<file path="src/rtl/serial_addsub_flags.sv">
// Slice-serial adder/subtractor producing result plus N/V/C/Z flags for the ALU comparator.
// Define ADDSUB_FLAGZ_EN to build the zero-detect; otherwise FlagZ is tied to 0.
module serial_addsub_flags #(
    parameter int WIDTH = 32,
    parameter int SLICE = 8
) (
    input  logic             clk,
    input  logic             reset_n,
    input  logic             in_valid,
    output logic             in_ready,
    input  logic [WIDTH-1:0] A,
    input  logic [WIDTH-1:0] B,
    input  logic             sub,
    output logic             out_valid,
    input  logic             out_ready,
    output logic [WIDTH-1:0] result,
    output logic             FlagN,
    output logic             FlagV,
    output logic             FlagC,
    output logic             FlagZ,
    output logic [1:0]       o_state
);

    localparam int N  = WIDTH / SLICE;
    localparam int CW = (N > 1) ? $clog2(N) : 1;

    typedef enum logic [1:0] {
        S_IDLE = 2'd0,
        S_RUN  = 2'd1,
        S_DONE = 2'd2
    } state_t;

    state_t           r_state;
    logic             r_in_ready;
    logic             r_out_valid;
    logic [WIDTH-1:0] r_a;
    logic [WIDTH-1:0] r_bx;
    logic             r_carry;
    logic [CW-1:0]    r_cnt;
    logic [WIDTH-1:0] r_result;
    logic             r_flag_n;
    logic             r_flag_v;
    logic             r_flag_c;

    logic [SLICE-1:0] w_a_sl;
    logic [SLICE-1:0] w_bx_sl;
    logic [SLICE:0]   w_sum;
    logic             w_last;

    // Handshakes: a transfer happens on a rising edge where valid and ready are both 1.
    // in_ready and out_valid are plain registers, so neither depends on the partner's signal.
    assign in_ready  = r_in_ready;
    assign out_valid = r_out_valid;
    assign result    = r_result;
    assign FlagN     = r_flag_n;
    assign FlagV     = r_flag_v;
    assign FlagC     = r_flag_c;
    assign o_state   = r_state;

    always_comb begin
        w_a_sl  = '0;
        w_bx_sl = '0;
        for (int k = 0; k < N; k++) begin
            if (r_cnt == CW'(k)) begin
                w_a_sl  = r_a[k*SLICE +: SLICE];
                w_bx_sl = r_bx[k*SLICE +: SLICE];
            end
        end
    end

    assign w_sum  = {1'b0, w_a_sl} + {1'b0, w_bx_sl} + {{SLICE{1'b0}}, r_carry};
    assign w_last = (r_cnt == CW'(N - 1));

`ifdef ADDSUB_FLAGZ_EN
    logic r_zero;
    logic r_flag_z;
    logic w_slice_zero;
    assign w_slice_zero = (w_sum[SLICE-1:0] == '0);
    assign FlagZ        = r_flag_z;

    always_ff @(posedge clk) begin
        if (!reset_n) begin
            r_zero   <= 1'b0;
            r_flag_z <= 1'b0;
        end else if (r_state == S_IDLE && in_valid) begin
            r_zero <= 1'b1;
        end else if (r_state == S_RUN) begin
            r_zero <= r_zero & w_slice_zero;
            if (w_last) begin
                r_flag_z <= r_zero & w_slice_zero;
            end
        end
    end
`else
    assign FlagZ = 1'b0;
`endif

    always_ff @(posedge clk) begin
        if (!reset_n) begin
            r_state     <= S_IDLE;
            r_in_ready  <= 1'b1;
            r_out_valid <= 1'b0;
            r_a         <= '0;
            r_bx        <= '0;
            r_carry     <= 1'b0;
            r_cnt       <= '0;
            r_result    <= '0;
            r_flag_n    <= 1'b0;
            r_flag_v    <= 1'b0;
            r_flag_c    <= 1'b0;
        end else begin
            case (r_state)
                S_IDLE: begin
                    if (in_valid) begin
                        // Subtract is A + ~B + 1: the +1 enters as the initial carry.
                        r_a        <= A;
                        r_bx       <= sub ? ~B : B;
                        r_carry    <= sub;
                        r_cnt      <= '0;
                        r_in_ready <= 1'b0;
                        r_state    <= S_RUN;
                    end
                end
                S_RUN: begin
                    for (int k = 0; k < N; k++) begin
                        if (r_cnt == CW'(k)) begin
                            r_result[k*SLICE +: SLICE] <= w_sum[SLICE-1:0];
                        end
                    end
                    r_carry <= w_sum[SLICE];
                    r_cnt   <= r_cnt + CW'(1);
                    if (w_last) begin
                        r_flag_c    <= w_sum[SLICE];
                        r_flag_n    <= w_sum[SLICE-1];
                        r_flag_v    <= (r_a[WIDTH-1] == r_bx[WIDTH-1]) &&
                                       (w_sum[SLICE-1] != r_a[WIDTH-1]);
                        r_out_valid <= 1'b1;
                        r_state     <= S_DONE;
                    end
                end
                S_DONE: begin
                    if (out_ready) begin
                        r_out_valid <= 1'b0;
                        r_in_ready  <= 1'b1;
                        r_state     <= S_IDLE;
                    end
                end
                default: begin
                    r_out_valid <= 1'b0;
                    r_in_ready  <= 1'b1;
                    r_state     <= S_IDLE;
                end
            endcase
        end
    end

endmodule
</file>
<file path="config.mk">
export PLATFORM = sky130hd
export DESIGN_NAME = serial_addsub_flags
export DESIGN_NICKNAME = d
export VERILOG_FILES = /design/src/rtl/serial_addsub_flags.sv
export SDC_FILE = /design/constraint.sdc
export NUM_CORES = 1
export LEC_CHECK = 0
export CORE_UTILIZATION = 50
export CTS_BUF_LIST = sky130_fd_sc_hd__clkbuf_8 sky130_fd_sc_hd__clkbuf_16
export DETAILED_ROUTE_END_ITERATION = 12
export HOLD_SLACK_MARGIN = 0.02
export PLACE_DENSITY_LB_ADDON = 0.1
export SYNTH_ARGS = -nofsm -noshare
export SYNTH_HDL_FRONTEND = slang
export SYNTH_SLANG_ARGS = --single-unit
</file>
<file path="constraint.sdc">
create_clock -name clk -period 3.7 [get_ports clk]
set_clock_uncertainty 0.2 [all_clocks]
set_input_delay 0.555 -clock clk [delete_from_list [all_inputs] [get_ports clk]]
set_output_delay 0.555 -clock clk [all_outputs]
set_load 0.005 [all_outputs]
</file>
==> run_results.csv, run 1 <==
group,metric,value,unit
critical_path,critPathCaptureType,"flip-flop",
run_status,status,"finished clean",
sta,max-slew-margin-rel,0.422,
critical_path,reg2reg_depth,14,
routing,drc,0,
clocking,cts_buffers,9,
power,clockPowerShare,0.282,
routing,totalWireLength,12.1,mm
placement,placed_area,6070,um2
synth,ys_warn_count,0,
synth,synth_edf_count,0,
grt,grt_max_degree,101,
critical_path,worst-path-stages,14,
critical_path,crit_fanout,8,
clocking,root_buffer,"clkbuf_8",
grt,grt_pass1_wl,19.9,mm
floorplan,initial_core_util,0.524,
clocking,clock_sinks,105,
synth,synthCells,625,
power,vdd_ir_drop_max,234,uV
grt,use_met1,0.340,
grt,grt_busiest_layer,"met2",
synth,synth_area_leaders,"dfxtp_1, a21oi_1, nand2_1",
sta,fin_tns_setup,0,ns
routing,ant_nets,0,
floorplan,core_area,9420,um2
floorplan,fp.dieW,101,um
synth,avgSynthCellArea,7.90,um2
grt,grt.total_usage,0.246,
synth,synthesis.nets,707,
power,pwr-share-comb,0.201,
routing,drtPass1Iterations,5,
critical_path,worstPathArrival,3.48,ns
synth,synth-seq-area-share,0.426,
grt,grt_pass1_vias,4229,
critical_path,cp_slowest_stage_delay,0.44,ns
layout,n_antenna_cell,0,
sta,max_freq,0.290,GHz
critical_path,critical_path.top_delay_family,"adder cells",
floorplan,io-pin-count,109,
floorplan,die-area,10300,um2
critical_path,path_class,"flip-flop to flip-flop",
placement,place_congestion,0.933,
critical_path,crit_path_cell_trace,"inv_1 -> ha_1 -> nand3b_1 -> a21oi_1 -> a21oi_1 -> nor2_1 -> a21oi_1 -> fa_1 -> fa_1 -> nor2b_1 -> o21ai_0 -> a21o_1 -> a211oi_4 -> o21ai_0",
critical_path,cp.required,3.73,ns
synth,ys.flop_type,"dfxtp_1",
floorplan,die_h,101,um
placement,portBuffers,107,
layout,nNetsFinal,788,
routing,viasPerCell,5.37,
critical_path,cp.buffers_inverters,1,
routing,vias,4509,
layout,syn2layout_area_growth,27.4,%
critical_path,path_common_cell,"a21oi_1",
sta,fin_crit,3.45,ns
layout,final_area,6290,um2
sta,tightestPinTransition,0.867,ns
power,p_switching,0.691,mW
synth,synthArstFlopShare,0,
sta,setup_violations,0,
clocking,cts_buffer_depth,2,
sta,hold_viol,0,
routing,wire_per_inst,14.4,um
synth,synth_top_cell_by_area,"dfxtp_1",
grt,antenna_found_initial,0,
power,p_int,1.70,mW
power,sw_frac_of_total,0.289,
sta,drv_slew,0,
power,power_density,380,nW/um2
sta,post-route-period-util,0.933,
clocking,clkTransAtPathRegs,0.10,ns
synth,synth-seq-cells,105,
clocking,cts_tree,"yes",
critical_path,start_kind,"flip-flop",
job,drv_cap,0,
worst_hold_path,min_path_cells,2,
grt,overflow,0,
synth,yosysUniqueCellTypes,41,
layout,drive_gt1_frac,0.0520,
synth,yosysTopAreaCellShare,0.426,
grt,use_met2,0.403,
critical_path,crit_slowest_cell,"fa_1",
placement,hpwlAfterDp,8.88,mm
clocking,clk_latency,0.36,ns
synth,syn_area,4940,um2
clocking,h-tree-depth,3,
worst_hold_path,hold_path.class,"flip-flop to flip-flop",
routing,drt_iter0_drc,171,
floorplan,rows,35,
power,power_frac_seq,0.517,
grt,met3_usage,0.0366,
power,p_leak,2.22,nW
-- cell usage in the layout (no fill, tap or decap), types with 4 or more instances in the layout --
cell,count
o41ai_1,4
xnor2_1,33
buf_4,12
a21o_1,5
nand3b_1,17
ha_1,11
clkbuf_8,10
clkdlybuf4s50_1,106
nand3_1,13
o21ai_0,23
nor3_1,6
and2_1,4
inv_1,8
nor2_1,51
nand2_1,124
or3_1,4
dfxtp_1,105
a211oi_1,42
a21oi_1,93
-- cell type report --
type | count | area (um2)
clock inverter | 6 | 52.6
tap | 129 | 161
clock buffer | 10 | 138
inverter | 8 | 30.0
multi-input combinational | 461 | 2610
sequential | 105 | 2100
fill | 835 | 3130
timing repair buffer | 121 | 1200
-- cell usage after synthesis (all sizes together), types with 2 or more instances --
| master | count |
|---|---|
| nand2 | 124 |
| dfxtp | 105 |
| a21oi | 93 |
| nor2 | 51 |
| a211oi | 44 |
| clkbuf | 40 |
| xnor2 | 33 |
| o21ai | 25 |
| nand3b | 17 |
| nand3 | 13 |
| buf | 11 |
| ha | 11 |
| inv | 8 |
| nor3 | 6 |
| a21o | 5 |
| and2 | 4 |
| o41ai | 4 |
| or3 | 4 |
| nand2b | 3 |
| nor2b | 3 |
| a2111oi | 2 |
| and2b | 2 |
| fa | 2 |
| o211ai | 2 |
| o21a | 2 |
-- cells by family after synthesis --
logic type | synth area share
AO/OA/AOI/OAI | 0.219
XOR/XNOR | 0.0586
adder cells (fa/ha/maj) | 0.0360
buffers and inverters | 0.0492
flip-flops | 0.426
multiplexers | 0.00431
other | 0.000760
AND/OR/NAND/NOR | 0.206
-- stage by stage --
stage,setup slack [ns],hold WS (ns),utilization,cells,power (mW)
floorplan,0.464,0.236,-,625,1.54
global placement,0.360,0.243,0.645,822,1.72
detailed placement,0.225,0.250,0.645,822,1.74
CTS,0.193,0.265,0.665,838,2.40
global route,-0.0209,0.288,0.668,840,2.52
finish,0.249,0.266,0.668,840,2.39
-- metal layers --
| metal | share of wire | routed length [um] |
|---|---|---|
| met4 | 0.010 | 125 |
| met1 | 0.48 | 5840 |
| met3 | 0.036 | 440 |
| met5 | 0 | 0 |
| met2 | 0.47 | 5660 |
-- tightest hold or removal path: cells and delay by family, from the launching register on --
family,cells,cell delay [ns]
and+or+nand+nor,1,0.05
AOI/OAI and AO/OA,1,0.05
DFF,1,0.32
-- power by group through the flow --
stage	clock network (mW)	logic [mW]	registers, mW
after global routing	0.738	0.533	1.25
after CTS	0.682	0.478	1.24
after floorplan	0	0.294	1.25
after detailed placement	0	0.475	1.26
final	0.674	0.480	1.24
after global placement	0	0.463	1.26
-- state kept, by name (all words and copies together), names as in the netlist --
register / count
r_cnt: 2
FlagV: 1
FlagC: 1
result: 32
o_state: 2
out_valid: 1
r_bx: 32
r_a: 32
r_carry: 1
in_ready: 1
-- final timing paths --
path / from / end / slack [ns]
max reg2reg: r_cnt[1] / result[6] / 0.25
max: r_cnt[1] / result[6] / 0.25
min: r_a[3] / r_a[3] / 0.27
min reg2reg: r_a[3] / r_a[3] / 0.27
-- what timing repair did --
item	in CTS	in global routing
endpoints found under the setup margin	0	3
gates resized for setup	0	2
hold buffers	0	0
buffers inserted	0	2
Power figures use the tool's default switching activity.
==> inputs of run 2 (changes only) <==
--- a/config.mk
+++ b/config.mk
@@ -5,7 +5,10 @@
 export SDC_FILE = /design/constraint.sdc
 export NUM_CORES = 1
 export LEC_CHECK = 0
-export CORE_UTILIZATION = 50
+export ABC_CLOCK_PERIOD_IN_PS = 3700
+export CELL_PAD_IN_SITES_DETAIL_PLACEMENT = 0
+export CELL_PAD_IN_SITES_GLOBAL_PLACEMENT = 2
+export CORE_UTILIZATION = 29
 export CTS_BUF_LIST = sky130_fd_sc_hd__clkbuf_8 sky130_fd_sc_hd__clkbuf_16
 export DETAILED_ROUTE_END_ITERATION = 12
 export HOLD_SLACK_MARGIN = 0.02
==> run 2 against run 1 <==
Sequential share of layout area decreased by 1.4 points. Flip-flop and latch count unchanged. Critical path depth decreased by 1. Register-to-register slack about the same. Core utilization decreased by 27 points. Setup slack improved by 0.011 ns. Die area increased by 71%. Maximum frequency increased by 0.32%. Power increased by 16%. Via count decreased by 1.5%. Critical path type unchanged. Largest cell class unchanged. Largest power group unchanged.
==> run_results.csv, run 2 (synthesized netlist as in run 1, its figures left out) <==
group,metric,value,unit
clocking,h-tree-depth,3,
layout,nNetsFinal,789,
sta,setup_slack,0.260,ns
sta,grt_setup_unrepaired,"no",
sta,max_freq,0.291,GHz
power,p_leak,2.28,nW
critical_path,rr_endpoint,"FlagV",
critical_path,path_class,"flip-flop to flip-flop",
critical_path,crit_fanout,14,
clocking,root_buffer,"clkbuf_16",
worst_hold_path,hp-start,"result[2]",
layout,final_common_cell,"nand2_1",
grt,grt.total_usage,0.165,
layout,instances_no_fill,932,
floorplan,fp.dieW,132,um
clocking,clkTransAtPathRegs,0.07,ns
sta,setup_violations,0,
layout,n_antenna_cell,0,
sta,fin_tns_setup,0,ns
routing,drc,0,
worst_hold_path,hold_path.class,"flip-flop to flip-flop",
clocking,clk_latency,0.35,ns
sta,tightestPinTransition,0.913,ns
grt,overflow,0,
routing,vias,4443,
floorplan,die_h,132,um
floorplan,core_area,16600,um2
worst_hold_path,min_path_cells,2,
run_status,status,"finished clean",
floorplan,rows,47,
placement,placed_area,6200,um2
power,power_density,423,nW/um2
critical_path,rrSetupSlack,0.26,ns
placement,place_inst,915,
power,vdd_ir_drop_max,220,uV
critical_path,reg2reg_from,"r_cnt[1]",
routing,drtPass1Iterations,4,
placement,portBuffers,107,
grt,grt_pass1_wl,22.7,mm
placement,dpl_worst_slack,0.238,ns
sta,hold_slack,0.258,ns
grt,grt_max_degree,101,
sta,drv_slew,0,
grt,grt_pass1_vias,4248,
layout,multi_input_area,2610,um2
layout,final_cell_mix,"nand2_1, clkdlybuf4s50_1, dfxtp_1",
critical_path,start_kind,"flip-flop",
floorplan,die-area,17500,um2
power,power,2.77,mW
sta,hold_viol,0,
routing,wire_per_inst,14.9,um
critical_path,critPathCaptureType,"flip-flop",
layout,fillers,1734,
floorplan,io-pin-count,109,
critical_path,reg2reg_depth,13,
critical_path,cp.required,3.72,ns
layout,syn2layout_area_growth,32.8,%
layout,final_area,6560,um2
sta,post-route-period-util,0.930,
sta,max-slew-margin-rel,0.391,
grt,antenna_found_initial,0,
layout,final_core_util,0.395,
clocking,clock_sinks,105,
routing,viasPerCell,4.77,
worst_hold_path,worst_hold_path.endpoint,"result[2]",
clocking,cts_buffer_depth,2,
layout,seqCellArea,2100,um2
placement,place_congestion,0.834,
clocking,cts_tree,"yes",
routing,ant_nets,0,
layout,drive_gt1_frac,0.0562,
clocking,cts_buffers,9,
sta,fin_crit,3.44,ns
critical_path,worstPathArrival,3.46,ns
job,drv_cap,0,
routing,drt_iter0_drc,185,
floorplan,initial_core_util,0.298,
routing,totalWireLength,13.9,mm
placement,hpwlAfterDp,10.2,mm
run 2: cell types whose count changed in the layout (fill, tap and decap cells not counted), sizes merged:
cell	previous run	this run
clkinv	3	0
bufinv	0	2
clkinvlp	0	2
clkbuf	10	11
buf	15	16
inv	11	9
run 2: worst max path at each step:
stage	start	endpoint	slack [ns]	cells after the start
finish	r_cnt[1]	FlagV	0.26	13
CTS	r_cnt[1]	result[30]	0.21	14
global route	r_cnt[1]	result[14]	0.02	15
global placement	r_cnt[1]	FlagV	0.30	13
detailed placement	r_cnt[1]	result[30]	0.24	14
floorplan	r_cnt[1]	result[14]	0.46	15
run 2: power by group:
group / internal [mW] / switching, mW / total [mW]
Sequential: 1.20 / 0.0410 / 1.24
Clock: 0.628 / 0.422 / 1.05
Combinational: 0.232 / 0.255 / 0.488
Total: 2.06 / 0.718 / 2.77
run 2: per-layer routing:
layer,vias to the layer above,GRT usage,wire length [um]
met5,-,0,0
met4,0,0.0383,155
met3,9,0.0379,495
met2,84,0.272,6570
met1,2047,0.219,6680
li1,2303,-,-
run 2: worst max-delay path, stage by stage, from the launching register on:
cell	delay, ns
dfxtp_1	0.36
inv_1	0.08
ha_2	0.22
buf_4	0.19
nand3b_1	0.18
a21oi_1	0.15
a21oi_1	0.07
o21ai_0	0.39
ha_1	0.34
buf_4	0.17
a21o_1	0.15
a221o_1	0.35
a2111oi_0	0.37
nor3_1	0.11
run 2: timing repair:
action	CTS	global route
hold buffers	0	0
resized for setup	0	4
setup buffers	0	1
setup endpoints to repair	0	5
run 2: final cells by class:
type,count,share of cell area
inverter,8,0.00458
clock inverter,5,0.0120
timing repair buffer,122,0.184
clock buffer,11,0.0385
sequential,105,0.321
multi-input combinational,461,0.399
tap,220,0.0420
==> inputs of run 3 (changes only) <==
--- a/config.mk
+++ b/config.mk
@@ -5,7 +5,7 @@
 export SDC_FILE = /design/constraint.sdc
 export NUM_CORES = 1
 export LEC_CHECK = 0
-export ABC_CLOCK_PERIOD_IN_PS = 3700
+export ABC_CLOCK_PERIOD_IN_PS = 3300
 export CELL_PAD_IN_SITES_DETAIL_PLACEMENT = 0
 export CELL_PAD_IN_SITES_GLOBAL_PLACEMENT = 2
 export CORE_UTILIZATION = 29
==> constraint.sdc (replaced) <==
create_clock -name clk -period 3.3 [get_ports clk]
set_clock_uncertainty 0.2 [all_clocks]
set_input_delay 0.495 -clock clk [delete_from_list [all_inputs] [get_ports clk]]
set_output_delay 0.495 -clock clk [all_outputs]
set_load 0.005 [all_outputs]
==> run 3 against run 2 <==
Power up 17%. Routed wire length up 1.7%. Highest routed layer unchanged. Core utilization is 2.4 points higher. Count of clock-buffer cells in the layout is 1 lower. Die area did not move. Critical endpoint unchanged. Combinational power is 27% higher. Clock power is 18% higher. Via count is 0.56% higher. Register-to-register slack lost 0.05 ns. Global-route usage grew 0.26 points. Worst hold slack got worse by 0.0019 ns.
==> run_results.csv, run 3 (synthesized netlist as in run 1, its figures left out) <==
group,metric,value,unit
critical_path,reg2reg_depth,14,
floorplan,rows,47,
sta,setup_violations,0,
power,p_switching,0.844,mW
layout,fillers,1700,
power,power_frac_seq,0.427,
routing,wire_per_inst,14.8,um
sta,max_freq,0.324,GHz
floorplan,io-pin-count,109,
clocking,cts_buffer_depth,2,
power,power_density,468,nW/um2
sta,fin_tns_setup,0,ns
sta,hold_viol,0,
worst_hold_path,hold_path.class,"flip-flop to flip-flop",
sta,fin_crit,3.09,ns
floorplan,core_area,16600,um2
routing,drtPass1Iterations,4,
power,clockPowerShare,0.382,
grt,grt_pass1_wl,23.0,mm
layout,syn2layout_area_growth,40.8,%
power,sw_frac_of_total,0.259,
sta,drv_slew,0,
critical_path,path_class,"flip-flop to flip-flop",
critical_path,critPathCaptureType,"flip-flop",
critical_path,crit_fanout,7,
critical_path,worst-path-stages,14,
grt,grt_max_degree,101,
sta,tightestPinTransition,0.919,ns
routing,totalWireLength,14.1,mm
grt,antenna_found_initial,0,
layout,drive_gt1_frac,0.139,
routing,vias,4468,
placement,hpwlAfterDp,10.4,mm
critical_path,cp_slowest_stage_delay,0.42,ns
placement,place_congestion,0.798,
critical_path,start_kind,"flip-flop",
power,p_int,2.41,mW
layout,final_cell_mix,"nand2_1, clkdlybuf4s50_1, dfxtp_1",
floorplan,initial_core_util,0.298,
critical_path,critical_path.top_delay_family,"compound AO/OA/AOI/OAI gates",
clocking,clk_latency,0.35,ns
sta,setup_slack,0.215,ns
grt,overflow,0,
floorplan,die-area,17500,um2
clocking,post_cts_buffers,0,
power,vdd_ir_drop_max,259,uV
clocking,clkTransAtPathRegs,0.07,ns
routing,drc,0,
grt,grt.total_usage,0.168,
routing,drt_iter0_drc,208,
sta,max-slew-margin-rel,0.388,
sta,post-route-period-util,0.935,
job,drv_cap,0,
routing,ant_nets,0,
clocking,cts_tree,"yes",
critical_path,cp.buffers_inverters,3,
critical_path,worstPathArrival,3.16,ns
clocking,root_buffer,"clkbuf_16",
grt,grt_pass1_vias,4423,
layout,nNetsFinal,814,
run_status,status,"finished clean",
clocking,clock_sinks,105,
floorplan,fp.dieW,132,um
critical_path,crit_slowest_cell,"a221o_2",
power,pwr-share-comb,0.191,
clocking,cts_buffers,9,
routing,viasPerCell,4.67,
layout,final_common_cell,"nand2_1",
clocking,h-tree-depth,3,
power,p_leak,2.46,nW
floorplan,die_h,132,um
critical_path,crit_path_cell_trace,"inv_2 -> ha_4 -> buf_4 -> nand3b_1 -> a21oi_2 -> a21oi_1 -> o21ai_0 -> buf_4 -> ha_4 -> a21o_1 -> a21o_1 -> a221o_2 -> o221a_1 -> nor3_2",
critical_path,cp.required,3.38,ns
layout,n_antenna_cell,0,
placement,dpl_worst_slack,-0.164,ns
worst_hold_path,min_path_cells,2,
placement,portBuffers,107,
sta,hold_slack,0.256,ns
==> run 3: cell count changes in the layout (fill, tap and decap cells not counted), moves of 3 or more <==
cell / previous run / this run
a21oi_1: 93 / 83
a21oi_2: 0 / 10
buf_4: 13 / 37
ha_1: 9 / 6
ha_4: 0 / 4
inv_1: 8 / 4
inv_2: 1 / 4
o21ai_0: 23 / 14
o21ai_1: 2 / 8
o21ai_2: 0 / 3
o41ai_1: 4 / 0
o41ai_2: 0 / 4
==> run 3: timing repair <==
| item | 4_1_cts | 5_1_grt |
|---|---|---|
| gates resized for setup | 12 | 48 |
| endpoints found under the setup margin | 11 | 19 |
| hold buffers | 0 | 0 |
| pin swaps | 2 | 12 |
| endpoints found under the hold margin | 0 | 0 |
| cloned | 0 | 0 |
==> run 3: worst register-to-register path, stage by stage, from the launching register on <==
cell	delay, ns
dfxtp_2	0.34
inv_2	0.05
ha_4	0.18
buf_4	0.15
nand3b_1	0.17
a21oi_2	0.17
a21oi_1	0.05
o21ai_0	0.14
buf_4	0.16
ha_4	0.20
a21o_1	0.22
a21o_1	0.19
a221o_2	0.42
o221a_1	0.24
nor3_2	0.14
==> run 3: final cells by class <==
class | count | area, um2 | area share
Clock buffer | 10 | 239 | 0.0344
Multi-Input combinational cell | 461 | 2810 | 0.405
Tap cell | 220 | 275 | 0.0396
Inverter | 8 | 30.0 | 0.00432
Clock inverter | 5 | 104 | 0.0149
Timing Repair Buffer | 147 | 1390 | 0.199
Sequential cell | 105 | 2100 | 0.303
==> run 3: layer usage <==
| metal | vias to the layer above | part of all wire | GRT usage |
|---|---|---|---|
| met2 | 72 | 0.47 | 0.283 |
| li1 | 2357 | - | - |
| met5 | - | 0 | 0 |
| met4 | 0 | 0.012 | 0.0383 |
| met3 | 12 | 0.030 | 0.0337 |
| met1 | 2027 | 0.49 | 0.220 |
==> run 3: worst paths after layout <==
check        startpoint         to  slack, ns
min           result[2]  result[2]       0.26
min reg2reg   result[2]  result[2]       0.26
max reg2reg    r_cnt[1]      FlagV       0.21
max            r_cnt[1]      FlagV       0.21
==> run 3: power groups by stage <==
stage	combinational [mW]	sequential (mW)	clock, mW
global placement	0.580	1.42	0
CTS	0.595	1.39	1.28
global route	0.693	1.40	1.34
floorplan	0.329	1.40	0
finish	0.621	1.39	1.24
detailed placement	0.585	1.42	0
==> run 3: stage by stage <==
stage               power (mW)  std cells  area, um2   util
finish                    3.25        956       6950  0.419
global placement          2.00        941       6380  0.385
floorplan                 1.73        625       4940      -
CTS                       3.26        956       6760  0.408
detailed placement        2.00        941       6380  0.385
global route              3.43        956       6950  0.419
